File: src/rtl/mac_accum_4x4_if.sv
// Operand-stream and result handshake bundle for mac_accum_4x4.
// The master drives operands and result acceptance; the slave (the MAC) drives
// operand readiness and the frame result.
interface mac_accum_4x4_if #(
    parameter int ACC_W = 12,
    parameter int CNT_W = 8
);
    logic             in_valid;
    logic             in_ready;
    logic [3:0]       in_a;
    logic [3:0]       in_b;
    logic             in_last;
    logic             out_valid;
    logic             out_ready;
    logic [ACC_W-1:0] out_data;
    logic [CNT_W-1:0] out_count;
    logic             out_ovf;

    modport master (
        output in_valid, in_a, in_b, in_last, out_ready,
        input  in_ready, out_valid, out_data, out_count, out_ovf
    );

    modport slave (
        input  in_valid, in_a, in_b, in_last, out_ready,
        output in_ready, out_valid, out_data, out_count, out_ovf
    );
endinterface

File: src/rtl/mac_accum_4x4.sv
// Frame-based multiply-accumulate: 4x4 Wallace-tree product registered in
// stage P, summed into a saturating accumulator in stage A, frame total held
// on a valid/ready output until taken.

// 4x4 unsigned multiplier: four partial-product rows reduced by two layers of
// 3:2 carry-save compressors, then one carry-propagate add.
module mul4x4_wallace (
    input  logic [3:0] a_i,
    input  logic [3:0] b_i,
    output logic [7:0] p_o
);
    logic [7:0] pp0, pp1, pp2, pp3;
    logic [7:0] s1, c1, s2, c2;

    // Partial products and carry-save reduction tree
    always_comb begin
        pp0 = {4'b0000, a_i & {4{b_i[0]}}};
        pp1 = {3'b000,  a_i & {4{b_i[1]}}, 1'b0};
        pp2 = {2'b00,   a_i & {4{b_i[2]}}, 2'b00};
        pp3 = {1'b0,    a_i & {4{b_i[3]}}, 3'b000};
        s1  = pp0 ^ pp1 ^ pp2;
        c1  = ((pp0 & pp1) | (pp0 & pp2) | (pp1 & pp2)) << 1;
        s2  = s1 ^ c1 ^ pp3;
        c2  = ((s1 & c1) | (s1 & pp3) | (c1 & pp3)) << 1;
        p_o = s2 + c2;
    end
endmodule

module mac_accum_4x4 #(
    parameter int ACC_W = 12,
    parameter int CNT_W = 8
) (
    input  logic           clk,
    input  logic           rst,
    mac_accum_4x4_if.slave bus
);
    localparam int SUM_W = ACC_W + 1;

    typedef enum logic {RUN, HOLD} state_t;

    state_t           state_q, state_d;
    logic [7:0]       prod;
    logic [7:0]       p_prod_q;
    logic             p_last_q;
    logic             p_valid_q;
    logic [ACC_W-1:0] acc_q;
    logic [CNT_W-1:0] cnt_q;
    logic             fovf_q;
    logic             out_valid_q;
    logic [ACC_W-1:0] out_data_q;
    logic [CNT_W-1:0] out_count_q;
    logic             out_ovf_q;

    logic             accept;
    logic [SUM_W-1:0] sum;
    logic             add_ovf;
    logic [ACC_W-1:0] acc_sat;
    logic [CNT_W-1:0] cnt_inc;

    mul4x4_wallace u_mul (
        .a_i (bus.in_a),
        .b_i (bus.in_b),
        .p_o (prod)
    );

    // A closing term sitting in stage P blocks the next frame from entering
    assign bus.in_ready  = (state_q == RUN) && !(p_valid_q && p_last_q);
    assign accept        = bus.in_valid && bus.in_ready;
    assign bus.out_valid = out_valid_q;
    assign bus.out_data  = out_data_q;
    assign bus.out_count = out_count_q;
    assign bus.out_ovf   = out_ovf_q;

    // Saturating add of the staged product and saturating term count
    always_comb begin
        sum     = {1'b0, acc_q} + SUM_W'(p_prod_q);
        add_ovf = sum[ACC_W];
        acc_sat = add_ovf ? '1 : sum[ACC_W-1:0];
        cnt_inc = (&cnt_q) ? cnt_q : cnt_q + CNT_W'(1);
    end

    // Next-state logic: close a frame into HOLD, release on result handshake
    always_comb begin
        state_d = state_q;
        case (state_q)
            RUN:     if (p_valid_q && p_last_q) state_d = HOLD;
            HOLD:    if (out_valid_q && bus.out_ready) state_d = RUN;
            default: state_d = RUN;
        endcase
    end

    // FSM state register
    always_ff @(posedge clk) begin
        if (rst) state_q <= RUN;
        else     state_q <= state_d;
    end

    // Stage P: register the product of each accepted operand pair
    always_ff @(posedge clk) begin
        if (rst) begin
            p_prod_q  <= '0;
            p_last_q  <= 1'b0;
            p_valid_q <= 1'b0;
        end else begin
            p_valid_q <= accept;
            if (accept) begin
                p_prod_q <= prod;
                p_last_q <= bus.in_last;
            end
        end
    end

    // Stage A: accumulate the frame and publish its total on the closing term
    always_ff @(posedge clk) begin
        if (rst) begin
            acc_q       <= '0;
            cnt_q       <= '0;
            fovf_q      <= 1'b0;
            out_valid_q <= 1'b0;
            out_data_q  <= '0;
            out_count_q <= '0;
            out_ovf_q   <= 1'b0;
        end else begin
            if (out_valid_q && bus.out_ready) out_valid_q <= 1'b0;
            if (p_valid_q) begin
                if (p_last_q) begin
                    out_data_q  <= acc_sat;
                    out_count_q <= cnt_inc;
                    out_ovf_q   <= fovf_q | add_ovf;
                    out_valid_q <= 1'b1;
                    acc_q       <= '0;
                    cnt_q       <= '0;
                    fovf_q      <= 1'b0;
                end else begin
                    acc_q  <= acc_sat;
                    cnt_q  <= cnt_inc;
                    fovf_q <= fovf_q | add_ovf;
                end
            end
        end
    end
endmodule

File: src/flat_wrapper.sv
// flat-port wrapper written by rule: the top's interface ports become plain ports
module mac_accum_4x4_flat 
#(
    parameter int ACC_W = 12,
    parameter int CNT_W = 8
)
  (clk, rst, bus_in_valid, bus_in_a, bus_in_b, bus_in_last, bus_out_ready, bus_in_ready, bus_out_valid, bus_out_data, bus_out_count, bus_out_ovf);
  mac_accum_4x4_if #(.ACC_W(ACC_W), .CNT_W(CNT_W)) bus_i ();
  input  logic clk;
  input  logic rst;
  input wire logic [$bits(bus_i.in_valid)-1:0] bus_in_valid;
  input wire logic [$bits(bus_i.in_a)-1:0] bus_in_a;
  input wire logic [$bits(bus_i.in_b)-1:0] bus_in_b;
  input wire logic [$bits(bus_i.in_last)-1:0] bus_in_last;
  input wire logic [$bits(bus_i.out_ready)-1:0] bus_out_ready;
  output wire logic [$bits(bus_i.in_ready)-1:0] bus_in_ready;
  output wire logic [$bits(bus_i.out_valid)-1:0] bus_out_valid;
  output wire logic [$bits(bus_i.out_data)-1:0] bus_out_data;
  output wire logic [$bits(bus_i.out_count)-1:0] bus_out_count;
  output wire logic [$bits(bus_i.out_ovf)-1:0] bus_out_ovf;
  assign bus_i.in_valid = bus_in_valid;
  assign bus_i.in_a = bus_in_a;
  assign bus_i.in_b = bus_in_b;
  assign bus_i.in_last = bus_in_last;
  assign bus_i.out_ready = bus_out_ready;
  assign bus_in_ready = bus_i.in_ready;
  assign bus_out_valid = bus_i.out_valid;
  assign bus_out_data = bus_i.out_data;
  assign bus_out_count = bus_i.out_count;
  assign bus_out_ovf = bus_i.out_ovf;
  mac_accum_4x4 #(.ACC_W(ACC_W), .CNT_W(CNT_W)) u_core (.clk(clk), .rst(rst), .bus(bus_i));
endmodule
File: config.mk
export PLATFORM = sky130hd
export DESIGN_NAME = mac_accum_4x4_flat
export DESIGN_NICKNAME = d
export VERILOG_FILES = /design/src/rtl/mac_accum_4x4_if.sv /design/src/rtl/mac_accum_4x4.sv /design/src/flat_wrapper.sv
export SDC_FILE = /design/constraint.sdc
export NUM_CORES = 1
export LEC_CHECK = 0
export ABC_AREA = 1
export CORE_MARGIN = 8
export CORE_UTILIZATION = 40
export CTS_CLUSTER_DIAMETER = 60
export DETAILED_ROUTE_END_ITERATION = 8
export GPL_ROUTABILITY_DRIVEN = 0
export GPL_TIMING_DRIVEN = 1
export MAX_ROUTING_LAYER = met4
export SYNTH_ARGS = -nofsm -noshare
export SYNTH_HDL_FRONTEND = slang
export SYNTH_HIERARCHICAL = 1
export SYNTH_SLANG_ARGS = --single-unit
File: constraint.sdc
create_clock -name clk -period 2.98 [get_ports clk]
set_input_delay 0.447 -clock clk [delete_from_list [all_inputs] [get_ports clk]]
set_output_delay 0.447 -clock clk [all_outputs]
set_load 0.1 [all_outputs]
==> impl_metrics.yaml, run 1 <==
worst_hold_path:
  hold_path_class: "reg -> reg"
  hold-path-cell-count: 2
pwr:
  p_int_mw: 1.09
  p_per_area_nw_per_um2: 413
  comb_power_share_pct: 16.1
  leakage_nw: 1.80
  peakVddDrop_v: 0.000211
  power.switching_mw: 0.421
  total_power_mw: 1.51
  switching_share_pct: 27.9
  seq_power_share_pct: 49.8
  pwr-share-clk_pct: 34.2
clock_network:
  ctsResizeCount: 0
  cts_tree: "yes"
  htreeDepth: 2
  ctsHoldBuffers: 0
  cts_root_buf: "clkbuf_8"
  clock_path_buffers: 2
  insertion_delay_ps: 320
  cts.sinks: 54
  cts-buffers-inserted: 5
  clk_pin_slew_worst_paths_ps: 100
  post_cts_buffers: 0
worst_setup_path:
  worst-path-stages: 11
  rr_worst_depth: 11
  worst-path-buf-inv: 4
  cp.required_ps: 3170
  cp_common_cell: "inv_1"
  worstPathArrival_ps: 3060
  cp_cell_sequence: "clkdlybuf4s50_1 > nand2_1 > fa_1 > inv_1 > fa_1 > ha_1 > inv_1 > fa_2 > inv_1 > nand3_1 > a21oi_1"
  timing.rr.start: "u_core/p_prod_q[0]$_SDFFE_PP0P_"
  worstPathMaxFanout: 2
  cp_slowest_cell: "fa_1"
  end_kind: "register"
  critPathCapture: "u_core/p_prod_q[4]$_SDFFE_PP0P_"
  reg2reg_slack_ps: 740
  r2r_end: "u_core/bus.out_data[2]$_SDFFE_PP0P_"
  slowest_delay_ps: 550
  crit_start: "bus_in_b[0]"
  crit_type: "in -> reg"
  critical_path.startpoint_type: "primary input"
  crit_family: "adder cells"
final_layout:
  post-route-util_pct: 48.1
  final_layout_size_suffix_gt1_share_pct: 16.1
  fin_nets: 500
  diodes: 0
  syn2layout_area_growth_pct: 18.7
placement:
  portBuffers: 35
  hpwl_um: 5260
  preCtsSetupSlack_ps: -249
sta:
  finalCritPeriodShare_pct: 96.1
  setup_viol: 0
  maxSlewHeadroom_pct: 51.0
  tightestPinTransition_ps: 734
  grt_setup_unrepaired: "false"
  hold_viol: 0
  fin_ws_ps: 117
  timing.hold.ws_ps: 458
  skew_ps: 13.5
  period_minus_slack_ps: 2860
  fmax_ghz: 0.349
  fin_tns_setup_ps: 0
  slew_violations: 0
routing:
  drc: 0
  drt_iter0_drc: 136
  wirelength_um: 6920
  ant_nets: 0
  viasPerCell: 4.84
  wl_per_cell_um: 12.2
  dr.pass1.iters: 4
  vias: 2745
synthesis:
  ys_types: 36
  ys_ff_latch: 54
  synth_nets: 460
  ys_seq_area_share_pct: 35.1
  synth.yosys.warnings: 6
  synthCells: 424
  syn_area_um2: 3080
  avgSynthCellArea_um2: 7.27
global_route:
  grt_pass1_wl_um: 12300
  grt-ovfl-total: 0
  grt_use_total_pct: 13.8
  grt_pass1_vias: 2683
  antenna_found_initial: 0
  grt_start_max_net_pins: 30
floorplan:
  initial_utilization_pct: 40.5
  coreArea_um2: 7610
  pin_count: 36
  fp.dieW_um: 104
  fp.dieH_um: 104
  num_rows: 32
  dieArea_um2: 10800
status:
  status: "complete, no violations"
run:
  cap_violations: 0
-- worst register-to-register path, delay by kind of cell, from the launching register on --
| kind | cells | cell delay [ps] |
|---|---|---|
| AO/OA/AOI/OAI | 2 | 450 |
| buffers and inverters | 1 | 50 |
| AND/OR/NAND/NOR | 6 | 590 |
| adder cells (fa/ha/maj) | 2 | 700 |
| flip-flops | 1 | 330 |
-- per-layer routing --
metal | vias to the layer above | wire (µm) | share of wire (%) | track usage [%]
li1 | 1440 | - | - | -
met1 | 1264 | 3440 | 50 | 17.3
met2 | 34 | 3170 | 46 | 21.9
met3 | 7 | 197 | 2.8 | 2.42
met4 | 0 | 109 | 1.6 | 4.45
met5 | - | 0 | 0 | -
-- cells in the final DEF, fill, tap and decap left out, types with 2 or more instances in the layout --
cell type / count
inv_1: 52
xor2_1: 5
dfxtp_1: 54
a21oi_2: 6
nand4_1: 4
nor3_2: 2
a21oi_1: 27
o21ai_0: 3
clkdlybuf4s50_1: 12
buf_4: 36
nand2_2: 7
nand3_2: 6
nand2_1: 140
nor2_1: 17
ha_1: 16
o21ai_2: 2
nand3_1: 34
clkbuf_8: 5
fa_1: 6
a22o_1: 12
-- cells by family after synthesis --
logic type,share of synthesized area [%]
and+or+nand+nor,31.1
xor gates and xnor gates,1.71
adders and majority gates,11.0
DFF,35.1
buffers and inverters,8.61
AOI/OAI and AO/OA,12.4
-- power by group through the flow --
| stage | clock [mW] | combinational [mW] | sequential [mW] |
|---|---|---|---|
| after CTS | 0.531 | 0.244 | 0.752 |
| final | 0.516 | 0.242 | 0.752 |
| after global routing | 0.567 | 0.275 | 0.754 |
| after floorplan | 0 | 0.159 | 0.776 |
| after detailed placement | 0 | 0.242 | 0.768 |
| after global placement | 0 | 0.239 | 0.768 |
-- registers in the layout, indices dropped and copies added (netlist names) --
name,flops
u_core/bus.out_count,8
u_core/bus.out_valid,1
u_core/p_prod_q,8
u_core/state_q,1
u_core/bus.out_data,12
u_core/p_valid_q,1
u_core/cnt_q,8
u_core/bus.out_ovf,1
u_core/acc_q,12
u_core/p_last_q,1
u_core/fovf_q,1
-- synthesized netlist by cell type (all sizes together) --
cell type	instances	area (µm²)
o21ai	6	33.8
o21bai	1	7.51
clkbuf	11	41.3
a311oi	1	8.76
xor2	5	43.8
ha	16	200
inv	52	195
nor3	2	20.0
nand4	4	25.0
a21oi	33	184
a22o	12	105
o31ai	1	7.51
a21boi	1	7.51
o211ai	2	20.0
or2	3	21.3
a31o	1	8.76
fa	7	140
nand3b	1	11.3
nand2	148	581
nor2	18	70.1
nand3	40	230
xnor2	1	8.76
dfxtp	54	1080
buf	4	28.8
-- worst min-delay path by stage --
| stage | start | to | slack (ps) |
|---|---|---|---|
| after floorplan | u_core/state_q$_SDFF_PP0_ | u_core/state_q$_SDFF_PP0_ | 440 |
| after global placement | u_core/bus.out_data[10]$_SDFFE_PP0P_ | u_core/bus.out_data[10]$_SDFFE_PP0P_ | 440 |
| after detailed placement | u_core/bus.out_data[5]$_SDFFE_PP0P_ | u_core/bus.out_data[5]$_SDFFE_PP0P_ | 450 |
| after CTS | u_core/state_q$_SDFF_PP0_ | u_core/state_q$_SDFF_PP0_ | 460 |
| after global routing | u_core/bus.out_data[9]$_SDFFE_PP0P_ | u_core/bus.out_data[9]$_SDFFE_PP0P_ | 490 |
| final | u_core/bus.out_data[9]$_SDFFE_PP0P_ | u_core/bus.out_data[9]$_SDFFE_PP0P_ | 460 |
-- through the flow --
stage / cells / instance area (µm²)
after floorplan: 424 / 3080
after global routing: 567 / 3660
final: 567 / 3660
after CTS: 567 / 3650
after global placement: 559 / 3530
after detailed placement: 559 / 3530
-- final cells by class --
cell class                 instances  area [µm²]
multi-input combinational        303        1740
clock inverter                     3        48.8
fill                             792        3950
clock buffer                       5        68.8
sequential                        54        1080
timing repair buffer              48         390
tap                              102         128
inverter                          52         195
Power figures use the tool's default switching activity.
==> inputs of run 2 (changes only) <==
ABC_AREA = not set   (was 1)
CTS_CLUSTER_DIAMETER = 200   (was 60)
TNS_END_PERCENT = 1   (was not set)
==> run 2 against run 1 <==
Against the previous run: die area fell by 3.3%; sequential power increased by 0.8%; count of clock-buffer cells in the layout increased by 1; hold slack worse by 19 ps; critical path type unchanged; highest routed layer unchanged.
==> impl_metrics.yaml, run 2 <==
floorplan:
  dieArea_um2: 10400
  fp.dieW_um: 102
  pin_count: 36
  initial_utilization_pct: 41.1
  coreArea_um2: 7210
  num_rows: 31
  fp.dieH_um: 102
synthesis:
  avgSynthCellArea_um2: 8.46
  synthMuxAreaShare_pct: 1.69
  synth_top_cell_area_share_pct: 36.5
  ys_ff_latch: 54
  synth_edf_count: 0
  syn_area_um2: 2960
  synth_top_family_by_area: "simple AND/OR/NAND/NOR gates"
  synth_area_leaders: "dfxtp_1, ha_1, nand2_1, fa_1, a21oi_1"
  ys_seq_area_share_pct: 36.5
  ys_types: 55
  synth.yosys.warnings: 6
  synthCells: 350
  synth_common_cells: "dfxtp_1, nand2_1, a21oi_1"
  synthXorXnorAreaFrac_pct: 2.96
  ys_async_sr_fraction_pct: 0
  synthFlopType: "dfxtp_1"
  synth_simple_gate_area_share_pct: 23.5
  synth_most_common_cell: "dfxtp_1"
  synth_top_area_cell: "dfxtp_1"
  synth_nets: 386
  synth_compound_area_share_pct: 20.1
  synthAdderAreaFrac_pct: 11.5
pwr:
  switching_share_pct: 27.4
  pwr-share-clk_pct: 30.3
  seq_power_share_pct: 54.1
  power.switching_mw: 0.384
  peakVddDrop_v: 0.000191
  leakage_nw: 1.45
  comb_power_share_pct: 15.5
  p_int_mw: 1.02
  p_per_area_nw_per_um2: 400
  total_power_mw: 1.40
clock_network:
  htreeDepth: 2
  cts.sinks: 54
  cts_root_buf: "clkbuf_8"
  insertion_delay_ps: 300
  cts_tree: "yes"
  clock_path_buffers: 2
  clk_pin_slew_worst_paths_ps: 100
  cts-buffers-inserted: 5
placement:
  preCtsSetupSlack_ps: -337
  hpwl_um: 5050
  portBuffers: 35
routing:
  drt_iter0_drc: 90
  wl_per_cell_um: 13.8
  ant_nets: 0
  viasPerCell: 5.15
  drc: 0
  dr.pass1.iters: 4
  vias: 2508
  wirelength_um: 6710
worst_setup_path:
  end_kind: "register"
  worst-path-buf-inv: 3
  crit_family: "adder cells"
  worstPathMaxFanout: 2
  critical_path.startpoint_type: "primary input"
  worstPathArrival_ps: 3060
  cp.required_ps: 3220
  slowest_delay_ps: 490
  cp_cell_sequence: "clkdlybuf4s50_1 > nand2_1 > fa_1 > inv_1 > fa_1 > ha_2 > inv_1 > fa_2 > nor2b_1 > o21ai_1 > nand2b_1 > nand3_1 > a21oi_1"
  crit_type: "in -> reg"
  cp_slowest_cell: "fa_1"
sta:
  timing.hold.ws_ps: 440
  fmax_ghz: 0.353
  hold_viol: 0
  maxSlewHeadroom_pct: 32.7
  slew_violations: 0
  finalCritPeriodShare_pct: 94.9
  skew_ps: 9.25
  grt_setup_unrepaired: "false"
  period_minus_slack_ps: 2830
  fin_tns_setup_ps: 0
  fin_ws_ps: 151
  setup_viol: 0
  tightestPinTransition_ps: 1010
global_route:
  grt_start_max_net_pins: 28
  grt_pass1_vias: 2386
  grt-ovfl-total: 0
  grt_use_total_pct: 13.9
  antenna_found_initial: 0
  grt_pass1_wl_um: 11400
worst_hold_path:
  hold_path_class: "reg -> reg"
run:
  cap_violations: 0
final_layout:
  syn2layout_area_growth_pct: 18.4
  final_layout_size_suffix_gt1_share_pct: 14.2
  diodes: 0
  final_cell_mix: "dfxtp_1, nand2_1, buf_4, a21oi_1, nor2_1"
  mostFrequentLayoutCell: "dfxtp_1"
  fin_nets: 423
status:
  status: "complete, no violations"
-- run 2: cell count changes in the layout (fill, tap and decap cells not counted), sizes merged, moves of 5 or more --
| cell | previous run | this run |
|---|---|---|
| nand3 | 40 | 19 |
| dlymetal6s2s | 0 | 5 |
| clkdlybuf4s50 | 12 | 7 |
| inv | 53 | 10 |
| or3 | 0 | 7 |
| o21ai | 6 | 28 |
| nand2b | 0 | 6 |
| nand2 | 148 | 52 |
| and3 | 0 | 5 |
| and2 | 0 | 12 |
| a22o | 12 | 3 |
| mux2i | 0 | 5 |
| xnor2 | 1 | 7 |
-- run 2: tightest hold or removal path: cells and delay by family (launching register included) --
kind | cells | cell delay (ps)
flops | 1 | 320
simple gates | 2 | 90
-- run 2: final timing paths --
kind | from | endpoint | slack, ps | cells past startpoint
worst max register to register | u_core/p_prod_q[0]$_SDFFE_PP0P_ | u_core/bus.out_data[7]$_SDFFE_PP0P_ | 780 | 6
worst min-delay path | u_core/bus.out_ovf$_SDFFE_PP0P_ | u_core/bus.out_ovf$_SDFFE_PP0P_ | 440 | 2
worst min register to register | u_core/bus.out_ovf$_SDFFE_PP0P_ | u_core/bus.out_ovf$_SDFFE_PP0P_ | 440 | 2
worst max-delay path | bus_in_a[1] | u_core/p_prod_q[7]$_SDFFE_PP0P_ | 150 | 13
-- run 2: per-stage QoR --
stage	instance area [µm²]	utilization (%)	std cells
2_1_floorplan	2960	-	350
3_3_place_gp	3390	46.9	478
3_5_place_dp	3390	46.9	478
4_1_cts	3480	48.3	486
5_1_grt	3510	48.6	487
6_report	3510	48.6	487
-- run 2: routing by layer --
layer  track usage (%)  up-vias  routed length (µm)
li1                  -     1302                   -
met1              18.0     1152                3330
met4              4.18        0                  36
met3              2.45        5                 316
met2              21.5       49                3020
met5                 -        -                   0
-- run 2: cell families after synthesis --
logic type                 count (synthesis)
DFF                                       54
AOI/OAI and AO/OA                         92
muxes                                      5
adders and majority gates                 23
xor gates and xnor gates                  10
buffers and inverters                     27
and+or+nand+nor                          139
-- run 2: area by class of cell --
cell class / count / area (µm²)
fillers: 723 / 3710
repair buffers: 47 / 395
flip-flops and latches: 54 / 1080
clock buffers: 6 / 82.6
multi-input cells: 269 / 1770
inverters: 10 / 37.5
well taps: 99 / 124
clock inverters: 2 / 12.5
-- run 2: power by group through the flow --
stage          logic [mW]  clock network, mW  registers, mW
2_1_floorplan       0.150                  0          0.776
3_3_place_gp        0.217                  0          0.774
3_5_place_dp        0.219                  0          0.774
4_1_cts             0.221              0.444          0.758
5_1_grt             0.247              0.476          0.762
6_report            0.218              0.425          0.758
-- run 2: what timing repair did --
item	in CTS	in global routing
pin swaps	0	7
setup endpoints to repair	1	2
buffers inserted	0	1
resized for setup	1	7
hold buffers	0	0
gates cloned	0	0
==> inputs of run 3 (changes only) <==
CTS_BUF_LIST = sky130_fd_sc_hd__clkbuf_8   (was not set)
GPL_ROUTABILITY_DRIVEN = not set   (was 0)
SLEW_MARGIN = 20   (was not set)
==> results of run 3 <==
Same layout as run 2: the final DEF is identical, and so are final timing and power.
==> edit 1, RTL diff (config.mk and constraints of run 2) <==
`ACC_W` is set to 12 in 3 places; all go to 8.
--- a/src/rtl/mac_accum_4x4_if.sv
+++ b/src/rtl/mac_accum_4x4_if.sv
@@ -2,7 +2,7 @@
 // The master drives operands and result acceptance; the slave (the MAC) drives
 // operand readiness and the frame result.
 interface mac_accum_4x4_if #(
-    parameter int ACC_W = 12,
+    parameter int ACC_W = 8,
     parameter int CNT_W = 8
 );
     logic             in_valid;
--- a/src/rtl/mac_accum_4x4.sv
+++ b/src/rtl/mac_accum_4x4.sv
@@ -27,7 +27,7 @@
 endmodule
 
 module mac_accum_4x4 #(
-    parameter int ACC_W = 12,
+    parameter int ACC_W = 8,
     parameter int CNT_W = 8
 ) (
     input  logic           clk,
--- a/src/flat_wrapper.sv
+++ b/src/flat_wrapper.sv
@@ -1,7 +1,7 @@
 // flat-port wrapper written by rule: the top's interface ports become plain ports
 module mac_accum_4x4_flat 
 #(
-    parameter int ACC_W = 12,
+    parameter int ACC_W = 8,
     parameter int CNT_W = 8
 )
   (clk, rst, bus_in_valid, bus_in_a, bus_in_b, bus_in_last, bus_out_ready, bus_in_ready, bus_out_valid, bus_out_data, bus_out_count, bus_out_ovf);
Ports: changed (resized bus_out_data); port bits go from 36 to 32. No check against the original RTL was run, so the function may have changed too.
==> edit 1 against run 2 <==
  * Setup slack improved by 220 ps
  * Synthesized area decreased by 13%
  * Non-clock buffer count down 4
  * Final area decreased by 12%
  * Die area is 11% lower
  * Count of clock-buffer cells in the layout unchanged
  * Sequential cell count is 8 lower
  * Routed wire length is 16% lower
  * Power is 8.3% lower
  * Register-to-register slack gained 160 ps
  * Cell count down 14%
  * Critical endpoint is now u_core/p_prod_q[4]
==> edit 1: results (changes against run 2) <==
metric,value,unit,change
outcome,finished clean,,
yosys_warnings,6,,unchanged
ys_seq_area_frac,0.3590,,-0.005995
post_drt_wl_per_cell,13.47,um,-2.2%
p_seq_frac,0.506,,-0.035
cp_slowest_cell,clkdlybuf4s50_1,,
clockBufferDepth,2,,unchanged
grt.total_usage,0.1335,,-0.005612
leakagePower,1.321,nW,-8.6%
muxShareOfSynthArea,0.02049,,+0.003589
first_pass_iters,4,,unchanged
vdd_drop_max,224.0,uV,+17%
route.vias.total,2166,,-14%
grt_max_degree,30,,+7.1%
swShare,0.2885,,+0.01465
hpwlAfterDp,4315,um,-14%
htreeDepth,2,,unchanged
grt_pass1_wl,9701,um,-15%
antennaDiodeCount,0,,unchanged
synth_fa_ha_area_frac,0.1327,,+0.01777
synth_common_cells,"46 x dfxtp_1, 41 x nand2_1, 32 x a21oi_1",,
ys.flop_type,dfxtp_1,,
drive_above_1_share,0.1529,,+0.01119
cts_buffers,5,,unchanged
max_stage_delay,470,ps,-20 ps
clk_latency,290,ps,
dpl_worst_slack,-344.5,ps,-7.394 ps
synth_cell_type_count,48,,-13%
drt_iter0_drc,99,,+10%
crit_family,adder cells,,
synth_nets,336,,-13%
worst_slew_pin_slew,576.7,ps,-433.1 ps
synth_compound_area_frac,0.2015,,+0.0007875
antenna_found_initial,0,,unchanged
nets,375,,-11%
p_int,0.0009141,W,-10%
synth.area.top_cells,"dfxtp_1 36%, ha_1 7.8%, a21oi_1 6.2%, nand2_1 6.0%, fa_1 5.5%",,
worstPathArrival,2830,ps,-230 ps
io_buffers,31,,-11%
yosys.area_share.xor_xnor,0.01707,,-0.01250
hp-class,reg2reg,,
first_global_vias,2061,,-14%
fin_worst_skew,7.554,ps,-1.698 ps
p_clk_frac,0.287,,-0.016
fillers,652,,-9.8%
## edit 1: repair_timing
item / 4_1_cts / 5_1_grt
buffers inserted: 0 / 1
pin swaps: 0 / 5
resized for setup: 1 / 10
setup endpoints to repair: 1 / 3
## edit 1: worst min-delay path: stages (launching register included)
cell	delay (ps)
dfxtp_1	320
nand2_1	50
nand2_1	40
## edit 1: metrics by stage
step / setup TNS, ps / std cells / cell area, sq um
after floorplan: 0 / 300 / 2565
after global placement: -621.8 / 408 / 2962
after detailed placement: -930.6 / 408 / 2962
after CTS: 0 / 416 / 3050
after global routing: 0 / 417 / 3080
final: 0 / 417 / 3080
## edit 1: area by class of cell
cell class	instances	area [sq um]	area share
Sequential cell	46	920.9	0.2989
Tap cell	77	96.34	0.03128
Inverter	19	71.32	0.02315
Clock inverter	2	13.76	0.004468
Clock buffer	6	72.57	0.02356
Multi-Input combinational cell	224	1538	0.4992
Timing Repair Buffer	43	367.9	0.1194
## edit 1: layer usage
layer	vias up	routed length, um	global-route usage	share of wire
li1	1122	-	-	-
met1	971	2780	0.1816	0.50
met2	65	2454	0.2032	0.44
met3	8	318	0.01872	0.057
met4	0	61	0.03201	0.011
met5	-	0	-	0
## edit 1: final timing paths
kind / slack [ps] / to / cells past startpoint / startpoint
worst min register to register: 440 / u_core/bus.out_ovf / 2 / u_core/bus.out_ovf
worst min-delay path: 440 / u_core/bus.out_ovf / 2 / u_core/bus.out_ovf
worst max register to register: 940 / u_core/acc_q[5] / 7 / u_core/p_prod_q[0]
worst max-delay path: 370 / u_core/p_prod_q[4] / 11 / bus_in_a[0]
==> edit 2, RTL diff (flow settings as in run 2) <==
Made on the original files. Make the reset (`rst`) asynchronous in 3 clocked blocks.
--- a/src/rtl/mac_accum_4x4.sv
+++ b/src/rtl/mac_accum_4x4.sv
@@ -90,13 +90,13 @@
     end
 
     // FSM state register
-    always_ff @(posedge clk) begin
+    always_ff @(posedge clk or posedge rst) begin
         if (rst) state_q <= RUN;
         else     state_q <= state_d;
     end
 
     // Stage P: register the product of each accepted operand pair
-    always_ff @(posedge clk) begin
+    always_ff @(posedge clk or posedge rst) begin
         if (rst) begin
             p_prod_q  <= '0;
             p_last_q  <= 1'b0;
@@ -111,7 +111,7 @@
     end
 
     // Stage A: accumulate the frame and publish its total on the closing term
-    always_ff @(posedge clk) begin
+    always_ff @(posedge clk or posedge rst) begin
         if (rst) begin
             acc_q       <= '0;
             cnt_q       <= '0;
Function: differs if rst is asserted again (counterexample within 4 cycles, from zero or initial values and one cycle with rst high); with rst held inactive, the same outputs for 4 cycles.
==> edit 2 against run 2 <==
  * Critical endpoint is now u_core/p_prod_q[4]
  * Setup slack got worse by 50 ps
  * Routed wire length fell by 2.3%
  * Critical path depth down 3
  * Final area up 6.2%
  * Cell count is 2.9% lower
  * Register-to-register slack got worse by 280 ps
  * Synthesized area up 6.1%
  * Sequential cell count unchanged
Power is not compared: it rests on default switching activity, and its combinational part moved more than twofold at a synthesized area within 25%.
==> edit 2: results (changes against run 2) <==
metric,value,unit,change
vdd_drop_max,444.6,uV,
wl_met3,256,um,-19%
antenna_found_initial,0,,unchanged
cts-root-buf,clkbuf_8,,
whs_path_depth,1,,-1
stdcell_count,473,,-2.9%
ys_seq_area_frac,0.4299,,+0.06492
synth_fa_ha_area_frac,0.1083,,-0.006633
first_global_vias,2484,,+4.1%
htreeDepth,2,,unchanged
synth_area_per_cell,9.553,sq um,+13%
grt_max_degree,33,,+18%
slew_headroom,0.6583,,+0.3315
routed_wl,6552,um,-2.3%
use_met2,0.2031,,-0.01230
drive_above_1_share,0.1644,,+0.02267
wl_met1,3221,um,-3.4%
place_area,3613,sq um,+6.7%
fillers,762,,+5.4%
nets,406,,-4.0%
post_drt_via_cell_ratio,5.243,,+1.8%
yosys_warnings,6,,unchanged
synth.area.top_cells,"dfrtp_1 43%, ha_1 6.4%, fa_1 4.5%, nand2_1 4.3%, a21oi_1 3.8%",,
synth_cell_type_count,48,,-13%
p_seq_frac,0.315,,
wl_met2,3014,um,-0.23%
leakagePower,1.771,nW,
crit_family,adder cells,,
synth_common_cells,"54 x dfrtp_1, 36 x nand2_1, 24 x a21oi_1",,
fin_worst_skew,5.973,ps,-3.280 ps
swShare,0.5140,,
synth_nets,365,,-5.4%
cts_resized,0,,-1
cts_setup_buffers,0,,unchanged
ff2ff_path_depth,7,,+1
outcome,finished clean,,
grtUsageMet1,0.1711,,-0.009208
yosys.area_share.xor_xnor,0.01672,,-0.01285
cts_buffers,5,,unchanged
synth_compound_area_frac,0.1994,,-0.001233
grt.total_usage,0.1308,,-0.008367
max_stage_delay,540,ps,+50 ps
muxShareOfSynthArea,0.03861,,+0.02172
drt_iter0_drc,65,,-28%
gr-usage-met3,0.02764,,+0.003118
io_buffers,35,,unchanged
async_flop_share,1.000,,+1.000
grt_pass1_wl,11900,um,+4.3%
dpl_worst_slack,-308.1,ps,+29.03 ps
hpwlAfterDp,4972,um,-1.5%
edit 2: changes by cell type after synthesis, moves of 5 or more:
cell	run 2	this run
inv_1	10	17
dfrtp_1	0	54
nand3_1	18	10
or3_1	6	1
o2bb2ai_1	1	11
mux2_2	0	9
dfxtp_1	54	0
nand2_1	52	36
a211oi_1	3	8
edit 2: worst paths after layout:
kind | slack [ps] | start | to
setup / recovery | 100 | bus_in_b[2] | u_core/p_prod_q[4]
hold / removal | 470 | u_core/state_q | u_core/state_q
setup reg to reg | 500 | u_core/p_prod_q[0] | u_core/bus.out_data[6]
hold reg to reg | 470 | u_core/state_q | u_core/state_q
max in group asynchronous | 1960 | rst | u_core/cnt_q[3]
min in group asynchronous | 480 | rst | u_core/bus.out_data[0]
edit 2: layout make-up:
class	count	area, sq um	area share
multi-input cells	244	1673	0.4493
flip-flops and latches	54	1351	0.3629
repair buffers	48	412.9	0.1109
well taps	102	127.6	0.03427
clock buffers	6	82.58	0.02218
inverters	17	63.81	0.01714
clock inverters	2	12.51	0.003360
